### src/rtl/contador_pkg.sv
// rtl/contador_pkg.sv - shared types and constants for the bounce counter controller
//
// Purpose : state encoding, direction constants, lap counter width and the
//           count-register operation codes used by contador_ctrl/contador_dp.
// Ports   : none (package).

package contador_pkg;

   localparam int   LAPS_W   = 8;
   localparam logic DIR_UP   = 1'b0;
   localparam logic DIR_DOWN = 1'b1;

   typedef enum logic [2:0] {
      IDLE     = 3'd0,
      UP       = 3'd1,
      DWELL_HI = 3'd2,
      DOWN     = 3'd3,
      DWELL_LO = 3'd4
   } state_t;

   // Operation applied to the count register on the next edge.
   typedef enum logic [1:0] {
      CNT_HOLD = 2'd0,
      CNT_LOAD = 2'd1,
      CNT_INC  = 2'd2,
      CNT_DEC  = 2'd3
   } cnt_op_t;

endpackage

### src/rtl/contador_dp.sv
// rtl/contador_dp.sv - count register of the bounce counter datapath
//
// Purpose : holds the current count and applies load/inc/dec/hold as
//           commanded by the controller.
// Ports   : clk, rst_n         clock, async active-low reset
//           cnt_op             operation for the next edge
//           load_val [WIDTH]   value taken on CNT_LOAD
//           count    [WIDTH]   registered count

module contador_dp
   import contador_pkg::*;
#(
   parameter int WIDTH = 4
) (
   input  logic             clk,
   input  logic             rst_n,
   input  cnt_op_t          cnt_op,
   input  logic [WIDTH-1:0] load_val,
   output logic [WIDTH-1:0] count
);

   always_ff @(posedge clk or negedge rst_n) begin
      if (!rst_n) begin
         count <= '0;
      end else begin
         case (cnt_op)
            CNT_LOAD: count <= load_val;
            CNT_INC:  count <= count + WIDTH'(1);
            CNT_DEC:  count <= count - WIDTH'(1);
            default:  count <= count;
         endcase
      end
   end

endmodule

### src/rtl/contador_ctrl.sv
// rtl/contador_ctrl.sv - sequencing controller for the bounce (up/down) counter
//
// Purpose : latches lo/hi/lap configuration, runs the count between the
//           limits with DWELL extra hold cycles at each endpoint, reports
//           reversals (turn) and final-lap completion (done); pause freezes
//           the run, stop aborts to IDLE.
// Ports   : clk, rst_n                      clock, async active-low reset
//           cfg_valid/cfg_ready             config handshake (ready = IDLE)
//           cfg_lo, cfg_hi [WIDTH]          limits, accepted only if lo < hi
//           cfg_laps [8]                    laps to run, 0 = until stop
//           cfg_err                         pulse after a rejected config
//           start, pause, stop              run control
//           count [WIDTH], dir              current count, 0 = up / 1 = down
//           busy, turn, done                run status and event pulses

module contador_ctrl
   import contador_pkg::*;
#(
   parameter int WIDTH = 4,
   parameter int DWELL = 1
) (
   input  logic              clk,
   input  logic              rst_n,
   input  logic              cfg_valid,
   output logic              cfg_ready,
   input  logic [WIDTH-1:0]  cfg_lo,
   input  logic [WIDTH-1:0]  cfg_hi,
   input  logic [LAPS_W-1:0] cfg_laps,
   output logic              cfg_err,
   input  logic              start,
   input  logic              pause,
   input  logic              stop,
   output logic [WIDTH-1:0]  count,
   output logic              dir,
   output logic              busy,
   output logic              turn,
   output logic              done
);

   // The dwell counter holds "remaining extra cycles - 1", so it only needs
   // to represent 0..DWELL-1.
   localparam int DW_W = (DWELL > 1) ? $clog2(DWELL) : 1;
   localparam logic [DW_W-1:0] DWELL_LAST = DW_W'((DWELL > 0) ? DWELL - 1 : 0);

   state_t            state_q, state_d;
   logic [WIDTH-1:0]  lo_q, hi_q;
   logic [LAPS_W-1:0] laps_q, lap_q, lap_d;
   logic [DW_W-1:0]   dwell_q, dwell_d;
   logic              dir_d, turn_d, done_d, busy_d;
   cnt_op_t           cnt_op;
   logic [WIDTH-1:0]  load_val;
   logic              cfg_hs, cfg_ok, cfg_take;
   logic              final_lap, step_onto_lo;

   contador_dp #(.WIDTH(WIDTH)) u_dp (
      .clk      (clk),
      .rst_n    (rst_n),
      .cnt_op   (cnt_op),
      .load_val (load_val),
      .count    (count)
   );

   assign cfg_ready = (state_q == IDLE);

   // stop outranks config, so a handshake is not taken while stop is high.
   assign cfg_hs   = cfg_valid && cfg_ready && !stop;
   assign cfg_ok   = (cfg_lo < cfg_hi);
   assign cfg_take = cfg_hs && cfg_ok;

   assign final_lap = (laps_q != '0) && (lap_q == laps_q);

   // Only meaningful while decrementing, where count > lo always holds.
   assign step_onto_lo = (count == lo_q + WIDTH'(1));

   always_comb begin
      state_d  = state_q;
      cnt_op   = CNT_HOLD;
      // A config taken in the same IDLE cycle as start supplies the new lo.
      load_val = cfg_take ? cfg_lo : lo_q;
      dir_d    = dir;
      turn_d   = 1'b0;
      done_d   = 1'b0;
      dwell_d  = dwell_q;
      lap_d    = lap_q;

      if (stop) begin
         state_d = IDLE;
      end else if (!(pause && (state_q != IDLE))) begin
         case (state_q)
            IDLE: begin
               if (start) begin
                  state_d = UP;
                  cnt_op  = CNT_LOAD;
                  dir_d   = DIR_UP;
                  lap_d   = '0;
               end
            end

            UP: begin
               if (count == hi_q) begin
                  if (DWELL == 0) begin
                     state_d = DOWN;
                     cnt_op  = CNT_DEC;
                     dir_d   = DIR_DOWN;
                     turn_d  = 1'b1;
                  end else begin
                     state_d = DWELL_HI;
                     dwell_d = DWELL_LAST;
                  end
               end else begin
                  cnt_op = CNT_INC;
               end
            end

            DWELL_HI: begin
               if (dwell_q == '0) begin
                  state_d = DOWN;
                  cnt_op  = CNT_DEC;
                  dir_d   = DIR_DOWN;
                  turn_d  = 1'b1;
               end else begin
                  dwell_d = dwell_q - DW_W'(1);
               end
            end

            DOWN: begin
               if (count == lo_q) begin
                  if (final_lap) begin
                     state_d = IDLE;
                  end else if (DWELL == 0) begin
                     state_d = UP;
                     cnt_op  = CNT_INC;
                     dir_d   = DIR_UP;
                     turn_d  = 1'b1;
                  end else begin
                     state_d = DWELL_LO;
                     dwell_d = DWELL_LAST;
                  end
               end else begin
                  cnt_op = CNT_DEC;
               end
            end

            DWELL_LO: begin
               if (dwell_q == '0) begin
                  state_d = UP;
                  cnt_op  = CNT_INC;
                  dir_d   = DIR_UP;
                  turn_d  = 1'b1;
               end else begin
                  dwell_d = dwell_q - DW_W'(1);
               end
            end

            default: begin
               state_d = IDLE;
            end
         endcase

         // A lap completes on the step that lands on lo. This may be the
         // first down step (hi == lo+1), so it is decoded from the count
         // operation rather than from the DOWN state alone. done is issued
         // here so it coincides with the final lo; IDLE follows one cycle
         // later from the DOWN branch above.
         if ((cnt_op == CNT_DEC) && step_onto_lo && (laps_q != '0)) begin
            lap_d  = lap_q + LAPS_W'(1);
            done_d = (lap_d == laps_q);
         end
      end

      busy_d = (state_d != IDLE);
   end

   always_ff @(posedge clk or negedge rst_n) begin
      if (!rst_n) begin
         state_q <= IDLE;
         dwell_q <= '0;
         lap_q   <= '0;
         dir     <= DIR_UP;
         busy    <= 1'b0;
         turn    <= 1'b0;
         done    <= 1'b0;
      end else begin
         state_q <= state_d;
         dwell_q <= dwell_d;
         lap_q   <= lap_d;
         dir     <= dir_d;
         busy    <= busy_d;
         turn    <= turn_d;
         done    <= done_d;
      end
   end

   always_ff @(posedge clk or negedge rst_n) begin
      if (!rst_n) begin
         lo_q    <= '0;
         hi_q    <= '1;
         laps_q  <= '0;
         cfg_err <= 1'b0;
      end else begin
         cfg_err <= cfg_hs && !cfg_ok;
         if (cfg_take) begin
            lo_q   <= cfg_lo;
            hi_q   <= cfg_hi;
            laps_q <= cfg_laps;
         end
      end
   end

endmodule

### config.mk
export PLATFORM = sky130hd
export DESIGN_NAME = contador_ctrl
export DESIGN_NICKNAME = d
export VERILOG_FILES = /design/src/rtl/contador_pkg.sv /design/src/rtl/contador_dp.sv /design/src/rtl/contador_ctrl.sv
export SDC_FILE = /design/constraint.sdc
export NUM_CORES = 1
export LEC_CHECK = 0
export BUFFER_PORTS_ARGS = -buffer_cell sky130_fd_sc_hd__buf_2
export CAP_MARGIN = 0
export CELL_PAD_IN_SITES_DETAIL_PLACEMENT = 0
export CELL_PAD_IN_SITES_GLOBAL_PLACEMENT = 1
export CORE_MARGIN = 3
export CORE_UTILIZATION = 44
export CTS_CLUSTER_DIAMETER = 40
export DETAILED_ROUTE_END_ITERATION = 16
export PLACE_DENSITY = 0.75
export SYNTH_ARGS = -nofsm -noshare
export SYNTH_HDL_FRONTEND = slang
export SYNTH_SLANG_ARGS = --single-unit
export TNS_END_PERCENT = 5
### constraint.sdc
create_clock -name clk -period 3.6 [get_ports clk]
set_input_delay 0.72 -clock clk [delete_from_list [all_inputs] [get_ports clk]]
set_output_delay 0.72 -clock clk [all_outputs]
set_load 0.03 [all_outputs]
Yosys cells after proc, flatten, opt, wreduce, memory -nomap -nowiden
Cells that the tools add are included.
{"block": "word_totals", "ff_bits": 37, "word_cells": 102}
{"block": "op_classes", "add_sub_neg": 5, "magnitude_cmp": 1, "eq_ne": 19, "muxes": 40, "bitwise_logic": 2, "reduce_logical": 23}
{"op": "$mux W3", "count": 8}
{"op": "$mux W8", "count": 3}
{"op": "$eq A8 B8 Y1", "count": 2}
{"op": "$mux W2", "count": 8}
{"op": "$mux W1", "count": 15}
{"op": "$pmux W3 S5", "count": 1}
{"op": "$reduce_bool A3 Y1", "count": 5}
{"op": "$eq A4 B4 Y1", "count": 3}
{"op": "$pmux W4 S3", "count": 1}
{"op": "$reduce_and A6 Y1", "count": 2}
{"op": "$ne A2 B2 Y1 const B", "count": 5}
{"op": "$pmux W2 S5", "count": 1}
{"op": "$add A4 B1 Y4 const B", "count": 2}
{"op": "$add A8 B1 Y8 const B", "count": 1}
{"op": "$logic_and A1 B1 Y1", "count": 8}
{"op": "$reduce_bool A8 Y1", "count": 1}
{"op": "$eq A2 B2 Y1 const B", "count": 3}
{"op": "$eq A3 B2 Y1 const B", "count": 2}
{"op": "$pmux W1 S3", "count": 2}
{"op": "$lt A4 B4 Y1", "count": 1}
{"op": "$mux W4", "count": 1}
{"op": "$reduce_and A4 Y1", "count": 1}
{"op": "$reduce_bool A2 Y1", "count": 2}
{"op": "$sub A4 B1 Y4 const B", "count": 1}
{"op": "other kinds (9)", "count": 11}

Logic depth before layout (Yosys ltp)
Gate-level depths: netlist (run 1).
{"block": "depth", "depth_word": 11, "ltp_mapped": 11}

Hierarchy
From an unflattened synthesis (run 1), not the netlist that was laid out.
{"block": "unflattened", "hier_cells": 221, "area_unflattened_um2": 2239.6}
{"module": "contador_ctrl", "n_inst": 1, "cells_per_inst": 191, "area_each_um2": 1956.9, "seq_area_each_um2": 805.8}
{"module": "contador_dp", "n_inst": 1, "cells_per_inst": 30, "area_each_um2": 282.8, "seq_area_each_um2": 100.1}

Least setup slack after synthesis (run 1)
Ideal clock, no wire load.
{"block": "synth_path", "path_kind": "register to register", "startpoint": "reg u_dp.count[0]", "endpoint": "reg u_dp.count[3]", "setup_time_ps": 138, "t_arrival_ps": 2598, "t_required_ps": 3462, "path_slack_ps": 864, "stages_incl_launch_ff": 12, "n_path_buf": 1, "cell_sequence": "dfrtp_1 buf_2 xor2_1 nor4b_1 a211o_1 inv_2 ha_1 a21o_1 a21oi_1 xnor2_1 xnor2_1 o221ai_1"}
{"block": "synth_between", "elab_chain_cells": 9, "word_cells_on_any_way": 16}
{"item": "start: declaration", "line_no": "contador_dp.sv:19", "text": "output logic [WIDTH-1:0] count"}
{"item": "start signal: assignment", "line_no": "contador_dp.sv:27", "text": "CNT_LOAD: count <= load_val;"}
{"item": "start signal: assignment", "line_no": "contador_dp.sv:28", "text": "CNT_INC: count <= count + WIDTH'(1);"}
{"item": "start signal: assignment", "line_no": "contador_dp.sv:29", "text": "CNT_DEC: count <= count - WIDTH'(1);"}
{"item": "$eq A4 B4 Y1, on equally long branches", "line_no": "contador_ctrl.sv:127, contador_ctrl.sv:100"}
{"item": "$mux W2, on equally long branches", "line_no": "contador_ctrl.sv:127, contador_ctrl.sv:100"}
{"item": "$pmux W2 S5", "line_no": "contador_ctrl.sv:89", "text": "case (state_q)"}
{"item": "$mux W2", "line_no": "contador_ctrl.sv:88", "text": "end else if (!(pause && (state_q != IDLE))) begin"}
{"item": "$mux W2", "line_no": "contador_ctrl.sv:86", "text": "if (stop) begin"}
{"item": "$mux W2", "line_no": "contador_ctrl.sv:88"}
{"item": "$mux W2", "line_no": "contador_ctrl.sv:86"}
{"item": "$eq A2 B2 Y1 or $eq A2 B1 Y1 (tied branches)", "line_no": "contador_dp.sv:26", "text": "case (cnt_op)"}
{"item": "$pmux W4 S3 or $reduce_bool A3 Y1 (tied branches)"}
Several ways; a longest one is shown, not always the timed one. The select of a mux whose other input is x is not followed.
A chain may end at the register's enable or synchronous reset.

Final worst setup path (run 1)
{"block": "layout_path", "startpoint": "reg u_dp.count[2]", "endpoint": "reg u_dp.count[3]"}
Same word-level chain as after synthesis.

==> results.yml, run 1 <==
outcome:
  status: "finished, final reports clean"
timing:
  fin_crit_ps: 2840
  worst_clock_skew_ps: 7.93
  worst_hold_slack_ps: 493
  rsz0062_at_grt: "false"
  slew_headroom: 0.427
  setup_viol: 0
  drv_slew: 0
  max_freq_mhz: 353
  final.period_utilization: 0.788
  tightest_slew_ps: 858
  setup_tns_ps: 0
  hold_viol: 0
worst_setup_path:
  critical-path-top-delay-family: "compound AO/OA/AOI/OAI gates"
  start_kind: "flop"
  crit_path_max_incr_delay_ps: 610
  critPathMaxFanout: 5
  critPathCaptureType: "flop"
  worstPathCellList: "xnor2_1 > nor4b_1 > a211o_1 > inv_2 > ha_1 > a21o_1 > a21oi_1 > xnor2_1 > xnor2_1 > o221ai_1"
  worstPathArrival_ps: 2990
  crit_path_frequent_cell: "xnor2_1"
  crit_path_top_delay_cell: "nor4b_1"
  required_ps: 3760
  worst-path-buf-inv: 1
  critPathKind: "reg -> reg"
place:
  gp_congestion: 0.826
  io_buffers: 31
  dpl.hpwl_um: 3680
cts:
  hold_buffers: 0
  cts_tree: "yes"
  root_buffer: "clkbuf_8"
  cts_buffer_depth: 2
  post_cts.repair.setup_buffers: 0
  h-tree-depth: 2
  path_clk_slew_ps: 90
  numCtsBuffers: 5
  clock_latency_ps: 300
  clock-sinks: 36
  cts_resized: 0
synth:
  syn-num-nets: 258
  synth_warnings: 0
  ys_async_sr_fraction: 1.00
  synth.distinct_cells: 51
  synth_seq_cells: 36
  syn_avg_cell_area_um2: 9.74
  syn_area_mm2: 0.00222
  ys_seq_area_frac: 0.408
  synth_edf_count: 0
  synthFlopType: "dfrtp_1"
  syn_inst: 228
power_and_ir_drop:
  peakVddDrop_mv: 0.390
  p_leak_uw: 0.00115
  power.density_mw_per_mm2: 780
worst_hold_path:
  hp-class: "reg -> reg"
final_layout:
  diodes: 0
  fin_nets: 287
  drive_gt1_frac: 0.240
  fill_cells: 448
  area_growth_syn_to_layout_pct: 13.7
global_route:
  grt.overflow.total: 0
  grtUsageTotal: 0.184
  grt_max_degree: 37
  grt_pass1_vias: 1721
  grt_antenna_before_repair: 0
  grt_first_pass_wirelength_um: 8720
detailed_routing:
  antenna_left: 0
  via_per_inst: 5.36
  drtIter0Drc: 121
  drcViolationCount: 0
  avgRoutedWirePerCell_um: 15.2
  finalWirelength_um: 4920
  vias: 1743
  first_pass_iters: 4
flow_run:
  maxCapViolCount: 0
floorplan:
  coreArea_mm2: 0.00479
  die_area_mm2: 0.00593
  die_w_um: 77.0
  die_y_um: 77.0
  io_pins: 32
  initial_core_util: 0.464
  rows: 25
-- worst min-delay path, stage by stage, from the launching register on --
cell	delay [ps]
dfstp_2	380
nand2_1	40
o21ai_0	70
-- cell families (layout without fill, tap and decap cells) --
family | count (synthesis) | in the layout | synth area share
muxes | 16 | 16 | 0.0772
and+or+nand+nor | 71 | 71 | 0.162
DFF | 36 | 36 | 0.408
adders and majority gates | 8 | 8 | 0.0485
buffers and inverters | 25 | 55 | 0.0445
xor gates and xnor gates | 29 | 29 | 0.118
AOI/OAI and AO/OA | 43 | 43 | 0.141
-- final timing paths --
kind                       cells after the start     startpoint  slack, ps       endpoint
setup / recovery                              10  u_dp.count[2]        760  u_dp.count[3]
hold / removal                                 2        hi_q[2]        490        hi_q[2]
setup reg to reg                              10  u_dp.count[2]        760  u_dp.count[3]
hold reg to reg                                2        hi_q[2]        490        hi_q[2]
max in group asynchronous                      1          rst_n       2550      laps_q[6]
min in group asynchronous                      1          rst_n        520       lap_q[7]
-- synth_stat cells (all sizes together), types with 2 or more instances --
cell | instances | share of area
clkbuf | 8 | 0.014
xor2 | 11 | 0.047
mux2i | 7 | 0.032
or3 | 2 | 0.0056
nand2 | 22 | 0.037
o311a | 2 | 0.0090
or2 | 2 | 0.0056
dfstp | 4 | 0.047
nand4 | 2 | 0.0056
a211oi | 2 | 0.0068
xnor2 | 18 | 0.071
ha | 7 | 0.039
inv | 13 | 0.022
and2 | 2 | 0.0056
o31ai | 2 | 0.0068
nor2 | 7 | 0.012
a211o | 2 | 0.0079
or4 | 5 | 0.017
a21oi | 4 | 0.0090
dfrtp | 32 | 0.36
nor4 | 2 | 0.0056
nand3 | 10 | 0.023
a31o | 3 | 0.012
buf | 4 | 0.0085
nand2b | 6 | 0.017
nor3 | 8 | 0.018
mux2 | 9 | 0.046
o21ai | 9 | 0.020
o221ai | 4 | 0.016
a31oi | 3 | 0.0085
-- sequential cells by signal, summed over array words and instances (netlist names) --
name	count
lap_q	8
dir	1
u_dp.count	4
lo_q	4
turn	1
busy	1
cfg_err	1
hi_q	4
state_q	3
done	1
laps_q	8
-- layer usage --
layer / vias up / GRT usage / wire [um]
met1: 820 / 0.267 / 2550
met2: 45 / 0.273 / 2080
met4: 0 / 0.0587 / 65
li1: 873 / - / -
met3: 5 / 0.0399 / 229
met5: - / 0 / 0
-- where the power goes --
group / internal, uW / switching (uW) / total [uW]
logic: 415 / 510 / 925
clock network: 137 / 165 / 302
registers: 560 / 181 / 741
-- through the flow --
stage | std cells | utilization | setup slack, ps | total power (uW) | cell area [um2]
2_1_floorplan | 228 | - | 864 | 1440 | 2220
3_3_place_gp | 317 | 0.508 | 853 | 1670 | 2430
3_5_place_dp | 317 | 0.508 | 820 | 1670 | 2430
4_1_cts | 325 | 0.527 | 831 | 1980 | 2520
5_1_grt | 325 | 0.527 | 521 | 2130 | 2520
6_report | 325 | 0.527 | 763 | 1970 | 2520
-- layout by cell type (no fill, tap or decap), types with 6 or more instances in the layout --
| master | Yosys | routed |
|---|---|---|
| xnor2_1 | 18 | 18 |
| buf_2 | 3 | 31 |
| mux2_2 | 9 | 9 |
| ha_1 | 7 | 7 |
| nor3_1 | 8 | 8 |
| o21ai_0 | 9 | 9 |
| nand2b_1 | 6 | 6 |
| mux2i_1 | 7 | 7 |
| nor2_1 | 7 | 7 |
| nand3_1 | 10 | 10 |
| inv_1 | 12 | 12 |
| nand2_1 | 22 | 22 |
| dfrtp_1 | 32 | 32 |
| xor2_1 | 10 | 10 |
-- cell type report --
type	count	area [um2]	share of cell area
Multi-Input combinational cell	167	1210	0.481
Sequential cell	36	906	0.359
Timing Repair Buffer	34	178	0.0704
Tap cell	67	83.8	0.0332
Clock buffer	5	68.8	0.0273
Inverter	13	48.8	0.0193
Clock inverter	3	23.8	0.00942
(Power assumes the default switching activity.)
==> inputs of run 2 (changes only) <==
clock period = 2.9 ns   (was 3.6 ns; I/O delays follow)
==> run 2 against run 1 <==
Total power rose by 25%. Utilization rose by 0.39 points. Worst setup slack worse by 510 ps. Critical path type unchanged. Critical endpoint unchanged. Highest routed layer unchanged.
==> results.yml, run 2 (synthesized netlist as in run 1, its figures left out) <==
worst_setup_path:
  path_depth: 10
  critPathCaptureType: "flop"
  critPathMaxFanout: 9
  regToRegEndpoint: "u_dp.count[3]"
  reg2reg_depth: 10
  critical-path-top-delay-family: "compound AO/OA/AOI/OAI gates"
  crit_path_frequent_cell: "xnor2_1"
  crit_path_max_incr_delay_ps: 470
  required_ps: 3060
  worst-path-buf-inv: 1
  start_kind: "flop"
  crit_path_top_delay_cell: "dfrtp_1"
  critPathKind: "reg -> reg"
  worstPathArrival_ps: 2810
  worstPathCellList: "o31a_1 > or2_1 > a211o_1 > inv_2 > ha_1 > a21o_1 > a21oi_1 > xnor2_1 > xnor2_1 > o221ai_1"
  regToRegStartpoint: "state_q[1]"
  r2r_setup_slack_ps: 250
place:
  placed_cell_area_mm2: 0.00246
  gp_congestion: 0.800
  io_buffers: 31
  dpl.hpwl_um: 3600
  dp_worst_setup_slack_ps: 263
floorplan:
  die_y_um: 77.0
  die_area_mm2: 0.00593
  coreArea_mm2: 0.00479
  rows: 25
  initial_core_util: 0.464
  io_pins: 32
  die_w_um: 77.0
global_route:
  grt_antenna_before_repair: 0
  grtUsageTotal: 0.178
  grt_max_degree: 37
  grt_pass1_vias: 1674
  grt.overflow.total: 0
  grt_first_pass_wirelength_um: 8340
detailed_routing:
  drtIter0Drc: 133
  met3WireLength_um: 281
  vias: 1732
  routed-wl-met2_um: 1980
  highest_layer: "met4"
  drt-met1-wl_um: 2460
  via_per_inst: 5.26
  first_pass_iters: 4
  avgRoutedWirePerCell_um: 14.6
  antenna_left: 0
  finalWirelength_um: 4790
  drcViolationCount: 0
timing:
  hold_viol: 0
  tightest_slew_ps: 821
  worst_clock_skew_ps: 5.50
  drv_slew: 0
  rsz0062_at_grt: "false"
  final.period_utilization: 0.913
  slew_headroom: 0.452
  fin_crit_ps: 2650
  fin_ws_ps: 252
  setup_tns_ps: 0
  setup_viol: 0
  max_freq_mhz: 378
flow_run:
  maxCapViolCount: 0
final_layout:
  reg.largest.list: "lap_q: 8 flops, laps_q: 8 flops"
  final_common_cell: "dfrtp_1"
  finish.instance_area_mm2: 0.00254
  most-common-layout-cells: "32 x dfrtp_1, 31 x buf_2, 22 x nand2_1, 18 x xnor2_1, 12 x inv_1"
  fin_nets: 291
  drive_gt1_frac: 0.244
  diodes: 0
  area_growth_syn_to_layout_pct: 14.5
  postLayoutCoreUtil: 0.531
cts:
  post_cts.repair.setup_buffers: 0
  numCtsBuffers: 5
  path_clk_slew_ps: 70
  cts_buffer_depth: 2
  cts_resized: 0
  root_buffer: "clkbuf_8"
  h-tree-depth: 2
  clock_latency_ps: 300
  hold_buffers: 0
  cts_tree: "yes"
  clock-sinks: 36
power_and_ir_drop:
  p_leak_uw: 0.00117
  peakVddDrop_mv: 0.422
  power_uw: 2460
  power.density_mw_per_mm2: 969
worst_hold_path:
  hp-class: "in -> async"
outcome:
  status: "finished, final reports clean"
[run 2: cell type report]
type,instances,area (um2)
inverter,13,48.8
timing repair buffer,38,208
sequential,36,906
multi-input combinational,167,1210
fill,454,2240
clock inverter,1,5.00
tap,67,83.8
clock buffer,7,76.3
[run 2: metal layers]
metal	vias up	global-route usage
li1	881	-
met1	798	0.256
met2	47	0.257
met3	6	0.0552
met4	0	0.0534
met5	-	0
[run 2: worst max path at each step]
stage	start	to	slack, ps
global placement	pause	u_dp.count[3]	280
finish	state_q[1]	u_dp.count[3]	250
floorplan	u_dp.count[0]	u_dp.count[3]	160
detailed placement	pause	u_dp.count[3]	260
CTS	state_q[1]	u_dp.count[3]	260
global route	u_dp.count[3]	u_dp.count[3]	60
[run 2: metrics by stage]
step,instances,hold WS [ps]
3_5_place_dp,321,483
2_1_floorplan,228,284
3_3_place_gp,321,484
4_1_cts,329,419
6_report,329,384
5_1_grt,329,439
[run 2: report_power, final]
| part | total [uW] | internal [uW] | leakage (uW) | switching [uW] |
|---|---|---|---|---|
| Combinational | 1210 | 553 | 0.000677 | 662 |
| Sequential | 897 | 696 | 0.000452 | 201 |
| Clock | 351 | 169 | 0.0000422 | 183 |
| Total | 2460 | 1420 | 0.00117 | 1050 |
==> inputs of run 3 (changes only) <==
--- a/config.mk
+++ b/config.mk
@@ -8,11 +8,9 @@
 export BUFFER_PORTS_ARGS = -buffer_cell sky130_fd_sc_hd__buf_2
 export CAP_MARGIN = 0
-export CELL_PAD_IN_SITES_DETAIL_PLACEMENT = 0
-export CELL_PAD_IN_SITES_GLOBAL_PLACEMENT = 1
 export CORE_MARGIN = 3
-export CORE_UTILIZATION = 44
+export CORE_UTILIZATION = 55
 export CTS_CLUSTER_DIAMETER = 40
 export DETAILED_ROUTE_END_ITERATION = 16
-export PLACE_DENSITY = 0.75
+export PLACE_DENSITY = 0.73
 export SYNTH_ARGS = -nofsm -noshare
 export SYNTH_HDL_FRONTEND = slang
==> constraint.sdc (replaced) <==
create_clock -name clk -period 2.9 [get_ports clk]
set_input_delay 0.58 -clock clk [delete_from_list [all_inputs] [get_ports clk]]
set_output_delay 0.58 -clock clk [all_outputs]
set_load 0.1 [all_outputs]
==> run 3 against run 2 <==
Combinational power grew 23%. First-iteration DRC count up 6.8%. Clock power is 36% higher. Critical endpoint unchanged. Utilization rose by 15 points. Design area increased by 1.1%.
==> results.yml, run 3 (synthesized netlist as in run 1, its figures left out) <==
outcome:
  status: "finished, final reports clean"
place:
  dp_worst_setup_slack_ps: 237
  io_buffers: 31
  dpl.hpwl_um: 3520
  gp_congestion: 0.840
global_route:
  grt_max_degree: 37
  grt_pass1_vias: 1703
  grt_first_pass_wirelength_um: 8020
  grtUsageTotal: 0.207
  grt_antenna_before_repair: 0
  grt.overflow.total: 0
power_and_ir_drop:
  peakVddDrop_mv: 0.633
  p_leak_uw: 0.00119
  power.density_mw_per_mm2: 1120
worst_setup_path:
  start_kind: "flop"
  worstPathCellList: "xor2_2 > nor4b_1 > buf_4 > a211o_1 > inv_2 > ha_1 > a21o_1 > a21oi_1 > xnor2_1 > xnor2_1 > o221ai_1"
  crit_path_top_delay_cell: "dfrtp_2"
  critical-path-top-delay-family: "compound AO/OA/AOI/OAI gates"
  worst-path-buf-inv: 2
  critPathCaptureType: "flop"
  r2r_setup_slack_ps: 290
  regToRegEndpoint: "u_dp.count[3]"
  crit_path_frequent_cell: "xnor2_1"
  regToRegStartpoint: "u_dp.count[3]"
  critPathMaxFanout: 5
  critPathKind: "reg -> reg"
  reg2reg_depth: 11
  worstPathArrival_ps: 2770
  crit_path_max_incr_delay_ps: 470
  required_ps: 3050
floorplan:
  die_w_um: 69.5
  initial_core_util: 0.589
  io_pins: 32
  die_area_mm2: 0.00483
  die_y_um: 69.5
  coreArea_mm2: 0.00377
  rows: 22
cts:
  root_buffer: "clkbuf_8"
  post_cts.repair.setup_buffers: 0
  cts_tree: "yes"
  path_clk_slew_ps: 70
  clock_latency_ps: 290
  clock-sinks: 36
  cts_resized: 0
  cts_buffer_depth: 2
  hold_buffers: 0
  numCtsBuffers: 5
  h-tree-depth: 2
timing:
  setup_viol: 0
  hold_viol: 0
  final.period_utilization: 0.901
  rsz0062_at_grt: "false"
  drv_slew: 0
  worst_clock_skew_ps: 6.34
  fin_crit_ps: 2610
  max_freq_mhz: 383
  setup_tns_ps: 0
  fin_ws_ps: 288
  slew_headroom: 0.468
  tightest_slew_ps: 798
flow_run:
  maxCapViolCount: 0
detailed_routing:
  vias: 1774
  via_per_inst: 5.74
  drcViolationCount: 0
  finalWirelength_um: 4660
  drtIter0Drc: 142
  avgRoutedWirePerCell_um: 15.1
  first_pass_iters: 4
  antenna_left: 0
final_layout:
  reg.largest.list: "lap_q: 8 flops, laps_q: 8 flops"
  final_common_cell: "buf_2"
  postLayoutCoreUtil: 0.682
  area_growth_syn_to_layout_pct: 15.8
  diodes: 0
  drive_gt1_frac: 0.264
  fin_nets: 290
  most-common-layout-cells: "31 x buf_2, 29 x dfrtp_1, 22 x nand2_1, 18 x xnor2_1, 12 x inv_1"
  fill_cells: 304
worst_hold_path:
  hp-class: "in -> async"
[run 3: layout make-up]
| type | instances | area, um2 | area share |
|---|---|---|---|
| multi-input combinational | 167 | 1230 | 0.477 |
| sequential | 36 | 910 | 0.354 |
| timing repair buffer | 37 | 200 | 0.0779 |
| clock buffer | 7 | 96.3 | 0.0375 |
| tap | 48 | 60.1 | 0.0234 |
| inverter | 13 | 48.8 | 0.0190 |
| clock inverter | 1 | 30.0 | 0.0117 |
[run 3: metal layers]
layer / part of all wire / vias up / global-route usage
met5: 0 / - / 0
met4: 0.014 / 0 / 0.0781
met3: 0.057 / 8 / 0.0522
met2: 0.44 / 56 / 0.307
met1: 0.48 / 832 / 0.293
li1: - / 878 / -
[run 3: metrics by stage]
stage          cell area [um2]  cells  power [uW]  hold WS [ps]
2_1_floorplan             2230    228        2090           284
3_3_place_gp              2440    301        2370           477
3_5_place_dp              2440    301        2390           494
4_1_cts                   2570    309        2890           395
5_1_grt                   2570    309        3070           430
6_report                  2570    309        2870           371
[run 3: power breakdown]
part           total, uW  leakage, uW  internal [uW]  switching [uW]
Clock                479    0.0000645            303             176
Sequential           902     0.000448            701             201
Combinational       1490     0.000677            539             953
[run 3: how the worst max path moves through the flow]
stage,endpoint,start,cells past startpoint
2_1_floorplan,u_dp.count[3],u_dp.count[2],10
6_report,u_dp.count[3],u_dp.count[3],11
4_1_cts,u_dp.count[3],u_dp.count[3],11
3_3_place_gp,u_dp.count[3],pause,11
5_1_grt,u_dp.count[3],u_dp.count[2],11
3_5_place_dp,u_dp.count[3],pause,11
